--- src/rtl/fetch_pc_unit.sv ---
// IF-stage next-PC generator: fetch PC register, direct-mapped BTB, and
// mispredict recovery FSM that squashes wrong-path work for a fixed window.
module fetch_pc_unit #(
  parameter logic [31:0] RESET_PC     = 32'h0000_3000,
  parameter int unsigned IDX_BITS     = 6,
  parameter int unsigned FLUSH_CYCLES = 3
) (
  input  logic        clk,
  input  logic        rst,
  input  logic        stall_i,
  input  logic        bp_taken_i,
  input  logic        bp_fault_i,
  input  logic        br_mem_i,
  input  logic        br_taken_mem_i,
  input  logic [31:0] pc_mem_i,
  input  logic [31:0] target_mem_i,
  output logic [31:0] pc_if_o,
  output logic        pred_taken_if_o,
  output logic        flush_o,
  output logic [31:0] br_cnt_o,
  output logic [31:0] miss_cnt_o
);

  localparam int unsigned Entries = 1 << IDX_BITS;
  localparam int unsigned TagW    = 30 - IDX_BITS;

  typedef enum logic {StRun, StRecover} state_t;

  state_t                r_state;
  logic [2:0]            r_rec_cnt;
  logic [31:0]           r_pc;
  logic [31:0]           r_br_cnt;
  logic [31:0]           r_miss_cnt;
  logic [Entries-1:0]    r_valid;
  logic [TagW-1:0]       r_tag    [Entries];
  logic [31:0]           r_target [Entries];

  logic [IDX_BITS-1:0]   w_idx_if;
  logic [TagW-1:0]       w_tag_if;
  logic [IDX_BITS-1:0]   w_idx_mem;
  logic [TagW-1:0]       w_tag_mem;
  logic                  w_run;
  logic                  w_hit;
  logic                  w_fault;
  logic                  w_pred;
  logic                  w_btb_we;
  logic [31:0]           w_pc_next;

  assign w_idx_if  = r_pc[IDX_BITS+1:2];
  assign w_tag_if  = r_pc[31:IDX_BITS+2];
  assign w_idx_mem = pc_mem_i[IDX_BITS+1:2];
  assign w_tag_mem = pc_mem_i[31:IDX_BITS+2];

  assign w_run    = (r_state == StRun);
  // Lookup reads the arrays before this cycle's write lands.
  assign w_hit    = r_valid[w_idx_if] && (r_tag[w_idx_if] == w_tag_if);
  assign w_fault  = w_run & bp_fault_i;
  assign w_pred   = w_hit & bp_taken_i & w_run;
  assign w_btb_we = w_run & br_mem_i & br_taken_mem_i;

  assign pc_if_o         = r_pc;
  assign pred_taken_if_o = w_pred;
  assign flush_o         = w_fault & ~rst;
  assign br_cnt_o        = r_br_cnt;
  assign miss_cnt_o      = r_miss_cnt;

  // Next fetch address: fault redirect > stall hold > BTB target > sequential.
  always_comb begin
    w_pc_next = r_pc + 32'd4;
    if (w_fault) begin
      w_pc_next = br_taken_mem_i ? target_mem_i : (pc_mem_i + 32'd4);
    end else if (stall_i) begin
      w_pc_next = r_pc;
    end else if (w_pred) begin
      w_pc_next = r_target[w_idx_if];
    end
  end

  // Fetch PC register.
  always_ff @(posedge clk or posedge rst) begin
    if (rst) begin
      r_pc <= RESET_PC;
    end else begin
      r_pc <= w_pc_next;
    end
  end

  // Recovery FSM: RECOVER lasts FLUSH_CYCLES cycles after an accepted fault.
  always_ff @(posedge clk or posedge rst) begin
    if (rst) begin
      r_state   <= StRun;
      r_rec_cnt <= 3'd0;
    end else begin
      unique case (r_state)
        StRun: begin
          if (bp_fault_i) begin
            r_state   <= StRecover;
            r_rec_cnt <= 3'(FLUSH_CYCLES - 1);
          end
        end
        StRecover: begin
          if (r_rec_cnt == 3'd0) begin
            r_state <= StRun;
          end else begin
            r_rec_cnt <= r_rec_cnt - 3'd1;
          end
        end
        default: r_state <= StRun;
      endcase
    end
  end

  // Saturating branch and mispredict counters; wrong-path events are ignored.
  always_ff @(posedge clk or posedge rst) begin
    if (rst) begin
      r_br_cnt   <= 32'd0;
      r_miss_cnt <= 32'd0;
    end else begin
      if (w_run && br_mem_i && (r_br_cnt != 32'hFFFF_FFFF)) begin
        r_br_cnt <= r_br_cnt + 32'd1;
      end
      if (w_fault && (r_miss_cnt != 32'hFFFF_FFFF)) begin
        r_miss_cnt <= r_miss_cnt + 32'd1;
      end
    end
  end

  // BTB valid bits; only these need clearing on reset.
  always_ff @(posedge clk or posedge rst) begin
    if (rst) begin
      r_valid <= '0;
    end else if (w_btb_we) begin
      r_valid[w_idx_mem] <= 1'b1;
    end
  end

  // BTB tag/target payload, overwritten on taken resolution (aliases evicted).
  always_ff @(posedge clk) begin
    if (w_btb_we) begin
      r_tag[w_idx_mem]    <= w_tag_mem;
      r_target[w_idx_mem] <= target_mem_i;
    end
  end

endmodule

--- config.mk ---
export PLATFORM = sky130hd
export DESIGN_NAME = fetch_pc_unit
export DESIGN_NICKNAME = d
export VERILOG_FILES = /design/src/rtl/fetch_pc_unit.sv
export SDC_FILE = /design/constraint.sdc
export NUM_CORES = 2
export LEC_CHECK = 0
export ABC_CLOCK_PERIOD_IN_PS = 12950
export CORE_MARGIN = 1.5
export CORE_UTILIZATION = 45
export CTS_CLUSTER_DIAMETER = 150
export DETAILED_ROUTE_END_ITERATION = 12
export HOLD_SLACK_MARGIN = 0.05
export PLACE_DENSITY_LB_ADDON = 0.05
export SYNTH_ARGS = -nofsm -noshare
export SYNTH_HDL_FRONTEND = slang
export SYNTH_SLANG_ARGS = --single-unit
--- constraint.sdc ---
create_clock -name clk -period 12.95 [get_ports clk]
set_input_delay 3.2375 -clock clk [delete_from_list [all_inputs] [get_ports clk]]
set_output_delay 3.2375 -clock clk [all_outputs]
set_load 0.03 [all_outputs]
==> impl_metrics.toml <==
[floorplan]
die_area_um2 = 328400
die_x_um = 573.1
ios = 169
row_count = 209
fp.dieH_um = 573.1
initial_core_util_pct = 45.17
coreArea_um2 = 323700

[critical_path]
end_kind = "output pin"
critPathMaxFanout = 5
criticalPathCategory = "input pin to output pin"
worstPathArrival_ns = 7.40
cp-start-kind = "input pin"
cp.required_ns = 9.71

[drt]
drc = 1
drt_iter0_markers = 10450
ant_nets = 0
viasPerCell = 6.364
firstDrtPassIters = 10
wl_per_cell_um = 40.89
routed_wl_um = 481400
num_vias = 74930

[sta]
skew_ns = 0.04293
fmax_mhz = 94.01
period_needed_ns = 10.64
slew_violations = 0
tightest_slew_ns = 1.269
finalSetupTns_ns = 0
slew_headroom_pct = 13.22
period_share_pct = 82.14
setup_viol = 0
finalHoldViolations = 0
rsz0062_at_grt = "no"

[clock_network]
cts_resized = 0
cts_hold_buf = 0
worstSkewPairLatency_ns = 0.98
cts_tree = "built"
cts_root_buffer = "clkbuf_16"
h-tree-depth = 5
numCtsBuffers = 398
clock_path_buffers = 4
cts_sinks = 3748
cts.reportedPaths.clkPinSlew_ns = 0.05
cts_setup_buffers = 0

[cells_and_area]
fin_nets = 7185
fillers = 25750
syn2layout_area_growth_pct = 14.05
drive_above_1_share_pct = 27.76
fin_area_um2 = 166800

[pwr]
ir_drop_uv = 162.0
powerDensity_nw_per_um2 = 207.7
p_leak_uw = 0.05329

[synthesis]
ys_ff_latch = 3748
synth_edf_count = 3584
synth_top_area_cell = "edfxtp_1"
yosys.cell_types.count = 90
synth.top_cells.by_area = "edfxtp_1 (74%), mux4_2 (15%), dfrtp_1 (2.8%)"
synth_cells = 6640
synth-seq-area-share_pct = 76.41
ys_async_sr_fraction_pct = 4.376
ys_warn_count = 0
avgSynthCellArea_um2 = 22.02
synth_flop_cell = "edfxtp_1"
syn-num-nets = 6717
synthesis.area_um2 = 146200
synth_top_area_share_pct = 73.60

[placement]
dpl_cell_area_um2 = 153800
port_buffers = 168
dp_hpwl_um = 258900
gp_congestion = 0.8713

[grt]
track_usage_pct = 29.19
met2_usage_pct = 46.69
grt_overflow = 0
grt_util_met1_pct = 40.60
grt_pass1_wl_um = 651300
grt_max_degree = 105
antenna_found_initial = 39
grt_pass1_vias = 75130
grtUsageMet3_pct = 4.504
grt_busiest_layer = "met2"

[status]
violations = "DRC"
outcome = "finished, violations left"

[hold_path]
hold_path.class = "flip-flop to flip-flop"

[job]
drv_cap = 0
-- cells in the mapped netlist (all sizes together), types with 22 or more instances --
library cell and number:
edfxtp 3584, xnor2 73, inv 22, clkbuf 124, mux4 989, o22ai 49, nand3 81, nor2 175
xor2 44, buf 233, a22oi 46, nor3 44, dfrtp 162, or2 73, mux2i 214, and3 28
mux2 36, a21oi 61, a211oi 38, nor2b 25, nor4 24, o21ai 55, nand2 205
-- worst max-delay path, cell delays in order --
cell             delay [ns]
clkdlybuf4s50_1        0.45
inv_1                  0.08
a211o_1                0.26
a2111oi_0              0.99
buf_4                  0.28
nand3_1                0.08
nor3_1                 0.21
nand4bb_1              0.31
nor4_2                 0.44
buf_4                  0.32
clkdlybuf4s50_1        0.71
-- where the power goes --
part	total [uW]	internal, uW	switching, uW
clock	11400	6560	4840
sequential	13700	13400	327
combinational	9510	4050	5460
-- metrics by stage --
step,setup WS (ns),hold slack (ns),utilization (%),std cells,power (uW)
after floorplan,4.673,0.4334,-,6640,20170
after global placement,2.289,0.4452,47.52,11030,23520
after detailed placement,2.342,0.4501,47.52,11030,23530
after CTS,2.237,0.4646,51.51,11760,34860
after global routing,2.188,0.4719,51.51,11760,35660
final,2.313,0.4633,51.52,11770,34640
-- layer usage --
metal  part of all wire, %  routed length, um
met1                    40             193700
met2                    48             230800
met3                   7.5              36320
met4                   4.3              20570
met5                0.0027                 13
-- cells in the final DEF (no fill, tap or decap), types with 21 or more instances in the layout --
cell type | synthesis | layout
clkbuf_16 | 0 | 399
a22oi_1 | 46 | 46
dfrtp_1 | 162 | 156
a21oi_1 | 61 | 61
clkinv_2 | 0 | 56
mux2i_1 | 214 | 214
nor2_4 | 0 | 65
nor2b_1 | 25 | 22
clkinv_1 | 0 | 92
a211oi_1 | 38 | 38
or2_2 | 72 | 72
o22ai_1 | 49 | 49
nand3_1 | 80 | 80
and3_1 | 28 | 28
edfxtp_1 | 3584 | 3584
nor3_1 | 44 | 44
mux2_2 | 33 | 33
nand2_1 | 205 | 205
xnor2_1 | 73 | 73
nor4_1 | 21 | 21
buf_2 | 109 | 57
bufinv_16 | 0 | 42
mux4_2 | 989 | 989
xor2_1 | 44 | 44
clkdlybuf4s50_1 | 0 | 110
buf_4 | 36 | 239
o21ai_0 | 51 | 51
nand4_1 | 21 | 21
clkbuf_1 | 124 | 88
nor2_1 | 174 | 107
-- flip-flops by register name (all words and copies together) (netlist names) --
register	count
r_valid	64
r_tag	1536
miss_cnt_o	32
r_state	1
r_rec_cnt	3
br_cnt_o	32
pc_if_o	32
r_target	2048
-- cell type report --
| cell class | count | area (um2) | area share (%) |
|---|---|---|---|
| sequential | 3748 | 111800 | 67.01 |
| multi-input combinational | 2513 | 33000 | 19.79 |
| clock buffer | 494 | 10410 | 6.243 |
| tap | 4325 | 5411 | 3.245 |
| timing repair buffer | 425 | 3561 | 2.135 |
| clock inverter | 234 | 2507 | 1.503 |
| inverter | 22 | 105.1 | 0.06302 |
| antenna | 12 | 30.03 | 0.01801 |
-- path summary, 6_finish.rpt --
check / start / to / slack, ns / cells past startpoint
min: r_valid[42]$_DFFE_PP0P_ / r_valid[42]$_DFFE_PP0P_ / 0.46 / 1
max in group asynchronous: rst / miss_cnt_o[18]$_DFFE_PP0P_ / 8.79 / 3
max reg2reg: pc_if_o[2]$_DFFE_PP0P_ / pc_if_o[9]$_DFFE_PP0P_ / 5.85 / 12
max: bp_taken_i / pred_taken_if_o / 2.31 / 11
min in group asynchronous: rst / pc_if_o[21]$_DFFE_PP0P_ / 2.76 / 2
min reg2reg: r_valid[42]$_DFFE_PP0P_ / r_valid[42]$_DFFE_PP0P_ / 0.46 / 1
-- kinds of logic after synthesis --
family	count (synthesis)	share of synthesized area, %
compound gates	410	1.998
buf+inv	379	1.385
simple gates	741	2.482
flops	3748	76.41
mux	1239	16.98
fa+ha+maj	6	0.05134
xor+xnor	117	0.7008
No activity file was read; power rests on OpenSTA's default activity.
